## config.mk

```make
export PLATFORM = sky130hd
export DESIGN_NAME = cbus_rr_arbiter_flat
export DESIGN_NICKNAME = d
export VERILOG_FILES = /design/src/rtl/cbus_rr_arbiter_if.sv /design/src/rtl/cbus_rr_arbiter.sv /design/src/flat_wrapper.sv
export SDC_FILE = /design/constraint.sdc
export NUM_CORES = 1
export LEC_CHECK = 0
export ABC_CLOCK_PERIOD_IN_PS = 3600
export CORE_AREA = 4 4 214 216
export DETAILED_ROUTE_END_ITERATION = 8
export DIE_AREA = 0 0 218 220
export GPL_TIMING_DRIVEN = 0
export PLACE_DENSITY_LB_ADDON = 0.08
export SLEW_MARGIN = 10
export SYNTH_ARGS = -nofsm -noshare
export SYNTH_HDL_FRONTEND = slang
export SYNTH_SLANG_ARGS = --single-unit
```

## constraint.sdc

```tcl
create_clock -name clk -period 3.6 [get_ports clk]
set_input_delay 0.54 -clock clk [delete_from_list [all_inputs] [get_ports clk]]
set_output_delay 0.54 -clock clk [all_outputs]
set_load 0.01 [all_outputs]
```

## src/rtl/cbus_rr_arbiter_if.sv

```systemverilog
// cbus request/response types and the bundle between the arbiter, its masters
// and the downstream port.
package cbus_pkg;

  typedef struct packed {
    logic        valid;
    logic        is_write;
    logic [2:0]  size;
    logic [31:0] addr;
    logic [3:0]  strb;
    logic [31:0] data;
  } cbus_req_t;

  typedef struct packed {
    logic        ready;
    logic        last;
    logic [31:0] data;
  } cbus_resp_t;

endpackage

interface cbus_rr_arbiter_if #(parameter int NUM_INPUTS = 4);
  import cbus_pkg::*;

  cbus_req_t  ireqs  [NUM_INPUTS];
  cbus_resp_t iresps [NUM_INPUTS];
  cbus_req_t  oreq;
  cbus_resp_t oresp;

  // master: the environment (CPU-side masters and downstream bridge)
  modport master (output ireqs, output oresp, input iresps, input oreq);
  // slave: the arbiter itself
  modport slave  (input ireqs, input oresp, output iresps, output oreq);
endinterface

```

## src/rtl/cbus_rr_arbiter.sv

```systemverilog
// N-to-1 cbus arbiter, fixed-priority or round-robin, burst-granular grants.
// Optional response watchdog enabled with `define CBUS_ARB_WATCHDOG_EN.
//
// state | meaning
// IDLE  | no owner; arbitrate among valid requests
// BUSY  | owner's burst forwarded downstream until ready && last
// DRAIN | one bubble cycle so the finished master can drop valid
module cbus_rr_arbiter
  import cbus_pkg::*;
#(
  parameter int NUM_INPUTS = 4,
  parameter int CNT_W      = 8,
  parameter int TIMEOUT    = 255
) (
  input  logic                  clk,
  input  logic                  reset,
  input  logic                  rr_mode,
  cbus_rr_arbiter_if.slave      bus,
  output logic [NUM_INPUTS-1:0] grant,
  output logic                  busy,
  output logic [CNT_W-1:0]      beat_cnt,
  output logic                  timeout_err
);

  localparam int IDX_W = $clog2(NUM_INPUTS);

  typedef enum logic [1:0] {
    S_IDLE  = 2'd0,
    S_BUSY  = 2'd1,
    S_DRAIN = 2'd2
  } state_t;

  state_t           state;
  logic [IDX_W-1:0] owner;
  logic [IDX_W-1:0] rr_ptr;
  logic [IDX_W-1:0] winner;
  logic [IDX_W:0]   cand;
  logic             any_valid;
  logic             burst_done;
  logic             wd_hit;
  logic [IDX_W-1:0] owner_next;
  cbus_resp_t       resp_fwd;

  // Search order starts at rr_ptr in round-robin mode, at 0 otherwise.
  always_comb begin
    any_valid = 1'b0;
    winner    = '0;
    cand      = '0;
    for (int k = 0; k < NUM_INPUTS; k++) begin
      cand = rr_mode ? ({1'b0, rr_ptr} + (IDX_W+1)'(k)) : (IDX_W+1)'(k);
      if (cand >= (IDX_W+1)'(NUM_INPUTS))
        cand = cand - (IDX_W+1)'(NUM_INPUTS);
      if (!any_valid && bus.ireqs[cand[IDX_W-1:0]].valid) begin
        any_valid = 1'b1;
        winner    = cand[IDX_W-1:0];
      end
    end
  end

  assign burst_done = bus.oresp.ready && bus.oresp.last;
  assign owner_next = (owner == IDX_W'(NUM_INPUTS - 1)) ? '0 : owner + 1'b1;

`ifdef CBUS_ARB_WATCHDOG_EN
  logic [CNT_W-1:0] wd_cnt;

  // The abort cycle is the TIMEOUT-th consecutive BUSY cycle without ready.
  assign wd_hit = (state == S_BUSY) && !bus.oresp.ready &&
                  (wd_cnt == CNT_W'(TIMEOUT - 1));
`else
  assign wd_hit      = 1'b0;
  assign timeout_err = 1'b0;
`endif

  always_comb begin
    resp_fwd = bus.oresp;
    if (wd_hit) begin
      resp_fwd.ready = 1'b1;
      resp_fwd.last  = 1'b1;
      resp_fwd.data  = '0;
    end
  end

  always_comb begin
    bus.oreq = (state == S_BUSY) ? bus.ireqs[owner] : '0;
    for (int k = 0; k < NUM_INPUTS; k++)
      bus.iresps[k] = ((state == S_BUSY) && (owner == IDX_W'(k))) ? resp_fwd : '0;
  end

  always_ff @(posedge clk) begin
    if (reset) begin
      state    <= S_IDLE;
      grant    <= '0;
      owner    <= '0;
      rr_ptr   <= '0;
      beat_cnt <= '0;
      busy     <= 1'b0;
`ifdef CBUS_ARB_WATCHDOG_EN
      wd_cnt      <= '0;
      timeout_err <= 1'b0;
`endif
    end else begin
      case (state)
        S_IDLE: begin
          if (any_valid) begin
            owner    <= winner;
            grant    <= NUM_INPUTS'(1) << winner;
            beat_cnt <= '0;
            busy     <= 1'b1;
            state    <= S_BUSY;
`ifdef CBUS_ARB_WATCHDOG_EN
            wd_cnt   <= '0;
`endif
          end
        end
        S_BUSY: begin
          if (bus.oresp.ready && (beat_cnt != '1))
            beat_cnt <= beat_cnt + 1'b1;
`ifdef CBUS_ARB_WATCHDOG_EN
          wd_cnt <= bus.oresp.ready ? '0 : wd_cnt + 1'b1;
          if (wd_hit)
            timeout_err <= 1'b1;
`endif
          if (burst_done) begin
            rr_ptr <= owner_next;
            grant  <= '0;
            busy   <= 1'b0;
            state  <= S_DRAIN;
          end else if (wd_hit) begin
            grant  <= '0;
            busy   <= 1'b0;
            state  <= S_DRAIN;
          end
        end
        S_DRAIN: state <= S_IDLE;
        default: state <= S_IDLE;
      endcase
    end
  end

endmodule

```

## src/flat_wrapper.sv

```systemverilog
// flat-port wrapper written by rule: the top's interface ports become plain ports
module cbus_rr_arbiter_flat import cbus_pkg::*;
#(
  parameter int NUM_INPUTS = 4,
  parameter int CNT_W      = 8,
  parameter int TIMEOUT    = 255
)
  (clk, reset, rr_mode, grant, busy, beat_cnt, timeout_err, bus_ireqs, bus_oresp, bus_iresps, bus_oreq);
  cbus_rr_arbiter_if #(.NUM_INPUTS(NUM_INPUTS)) bus_i ();
  input  logic clk;
  input  logic reset;
  input  logic rr_mode;
  output logic [NUM_INPUTS-1:0] grant;
  output logic busy;
  output logic [CNT_W-1:0] beat_cnt;
  output logic timeout_err;
  input wire logic [$bits(bus_i.ireqs)-1:0] bus_ireqs;
  input wire logic [$bits(bus_i.oresp)-1:0] bus_oresp;
  output wire logic [$bits(bus_i.iresps)-1:0] bus_iresps;
  output wire logic [$bits(bus_i.oreq)-1:0] bus_oreq;
  assign bus_i.ireqs = {>>{bus_ireqs}};
  assign bus_i.oresp = bus_oresp;
  assign bus_iresps = {>>{bus_i.iresps}};
  assign bus_oreq = bus_i.oreq;
  cbus_rr_arbiter #(.NUM_INPUTS(NUM_INPUTS), .CNT_W(CNT_W), .TIMEOUT(TIMEOUT)) u_core (.clk(clk), .reset(reset), .rr_mode(rr_mode), .bus(bus_i), .grant(grant), .busy(busy), .beat_cnt(beat_cnt), .timeout_err(timeout_err));
endmodule
```

==> impl_results.md <==
* Mapped cell area at 4210 µm²
* Clk buf depth at 2
* Hpwl dp at 32.7 mm
* Setup Viol. Count Final at 0
* Total Neg Setup Slack at 0 ns
* Postcts setup bufs at 0
* CP required at 3.06 ns
* # fillers at 4824
* R2R Setup Slk at 1.75 ns
* Tmin final at 3.37 ns
* DRC viols at 0
* Core ar. at 43900 µm²
* Cell area after layout at 10600 µm²
* Crit end category: output port
* HP Start: u_core.grant[2]
* Layout cells sized above 1 at 9.90%
* Ys async rst share at 0%
* Clock Root Buffer: clkbuf_16
* Top_reg_cell synth: dfxtp_1
* Die Span Y at 220 µm
* Pins Over Slew Limit at 0
* Max-Cap Viols at 0
* Hold depth at 1
* Final Hold Fails at 0
* GRT Util Overall at 14.5%
* IO Count at 552
* Sequential share of the synthesized area at 9.03%
* Nets at 1345
* CP Launch Type: flip-flop
* Initial antenna violation count at 7
* Total grt overflow at 0
* Drt pass-1 iters at 4
* Largest net degree at the start of global routing at 12
* R2R depth at 6
* Inserted Clock Buffers at 3
* Max IR drop VDD at 153 µV
* Routability cong. at 0.788
* Syn nets at 790
* P_leak at 4.01 nW
* CTS tree: yes
* Syn Area/Cell at 9.23 µm²
* DRT iter0 DRCs at 190
* Routed len/inst at 23.9 µm
* Max_slew headroom at 54.3%
* Total Power at 1.81 mW
* Worst Path Arrival at 2.83 ns
* Die area at 48000 µm²
* Vias in the first global route at 6519
* Starting density of the core at 9.58%
* #FFs+latches synth at 19
* Hold endpoint: u_core.grant[2]
* Worst Skew at 0.00670 ns
* Worst slew pin tran at 0.686 ns
* Count of different cell masters after synthesis at 44
* Status: complete, no violations
* DR vias/cell at 3.82
* Synth Warn # at 0
* First-pass GRT wire length at 51.0 mm
* H-tree levels at 1
* RSZ-0062 raised after global routing: no
* Via count at 6131
* Die width at 218 µm
* Clk slew on worst S/H paths at 0.06 ns
* Area added between synthesis and finish at 151%
* Clock insertion delay at the later pin of the skew report at 0.25 ns
* RR Startpoint: u_core.beat_cnt[0]
* Reg-to-Reg End: u_core.beat_cnt[2]
* Final WL at 38.3 mm
* Routed Antenna Nets at 0
* Period utilisation layout at 93.6%
* PwrDens at 171 nW/µm²
* Crit-path max FO at 10
* Post-Syn Instances at 456
* CTS sink cnt at 19
* Crit path kind: reg -> out
* EDFF count, synth at 0
* Post-Place Cell Area at 10500 µm²
* # rows at 77
* IO Port Bufs at 550
* Min-delay worst type: reg -> reg
* Fmax at 297 MHz
power by group:
group | internal (mW) | switching [mW] | total [mW] | leakage [nW]
Clock | 0.149 | 0.0833 | 0.232 | 0.0409
Sequential | 0.221 | 0.00958 | 0.230 | 0.155
Combinational | 0.802 | 0.544 | 1.35 | 3.81
Total | 1.17 | 0.637 | 1.81 | 4.01
sequential cells by signal (all words and copies together) (netlist names):
register,flops
u_core.beat_cnt,8
u_core.busy,1
u_core.grant,4
u_core.owner,2
u_core.state,2
u_core.rr_ptr,2
cell type report:
class                      instances  area (µm²)  area share [%]
multi-input combinational        376        3550            33.7
sequential                        19         382            3.61
inverter                           4        15.0           0.142
clock inverter                     1        5.00          0.0474
clock buffer                       3        75.1           0.711
buffer                            57         279            2.64
timing repair buffer             550        5510            52.1
tap                              592         741            7.02
antenna                            1        2.50          0.0237
cells in the final DEF, fill, tap and decap left out, drive strengths merged, types with 3 or more instances in the layout:
cell	count
a211oi	3
a21oi	10
and2	73
and3	137
buf	11
clkbuf	48
clkdlybuf4s50	550
dfxtp	19
ha	5
inv	4
mux4	73
nand2	10
nand2b	4
nand3	6
nor2	16
o21ai	4
xnor2	7
stage by stage:
step	worst slack, ns	instances	hold WS [ns]	util [%]
5_1_grt	0.0174	1602	0.495	24.0
4_1_cts	0.00824	1602	0.471	24.0
2_1_floorplan	1.31	456	0.481	-
6_report	0.231	1603	0.464	24.0
3_3_place_gp	-0.743	1598	0.455	23.8
3_5_place_dp	-0.745	1598	0.458	23.8
logic make-up (layout without fill, tap and decap cells):
logic type | after synthesis | count (layout) | synth area share, %
simple gates | 257 | 257 | 36.7
other cells | 1 | 2 | 0.0891
compound gates | 31 | 31 | 5.08
mux | 75 | 75 | 39.6
flops | 19 | 19 | 9.03
xor+xnor | 7 | 7 | 1.46
fa+ha+maj | 5 | 5 | 1.49
buf+inv | 61 | 615 | 6.54
critical path, stage by stage, from the launching register on:
cell	delay (ns)
dfxtp_1	0.34
clkbuf_2	0.17
buf_6	0.19
buf_6	0.19
inv_1	0.10
ha_1	0.36
clkbuf_1	0.40
and3_1	0.23
clkdlybuf4s50_1	0.56
metal layers:
| metal | share of wire, % | vias up | track usage, % |
|---|---|---|---|
| li1 | - | 2847 | - |
| met1 | 38 | 2984 | 16.2 |
| met2 | 52 | 266 | 27.5 |
| met3 | 9.1 | 22 | 5.35 |
| met4 | 0.68 | 12 | 0.906 |
| met5 | 0.21 | - | 0 |
how the worst max path moves through the flow:
stage | startpoint | endpoint | slack, ns
6_report | u_core.owner[0] | bus_iresps[118] | 0.23
5_1_grt | u_core.owner[0] | bus_iresps[43] | 0.02
4_1_cts | u_core.state[0] | bus_oreq[69] | 0.008
3_5_place_dp | u_core.owner[1] | bus_iresps[124] | -0.74
3_3_place_gp | u_core.owner[1] | bus_iresps[125] | -0.74
2_1_floorplan | u_core.owner[0] | bus_oreq[35] | 1.31
cell usage after synthesis (5+ instances only):
cell / number / share of area [%]
and2_1: 73 / 11
nor2_1: 16 / 1.4
dfxtp_1: 19 / 9.0
mux4_2: 72 / 39
a21oi_1: 10 / 1.2
nand3_1: 6 / 0.71
nand2_1: 10 / 0.89
and3_1: 137 / 20
buf_2: 7 / 0.83
xnor2_1: 7 / 1.5
ha_1: 5 / 1.5
clkbuf_1: 44 / 3.9
timing repair:
| item | 4_1_cts | 5_1_grt |
|---|---|---|
| resized for setup | 10 | 7 |
| hold endpoints to repair | 0 | 0 |
| endpoints found under the setup margin | 156 | 75 |
| hold buffers | 0 | 0 |
Power figures use the tool's default switching activity.
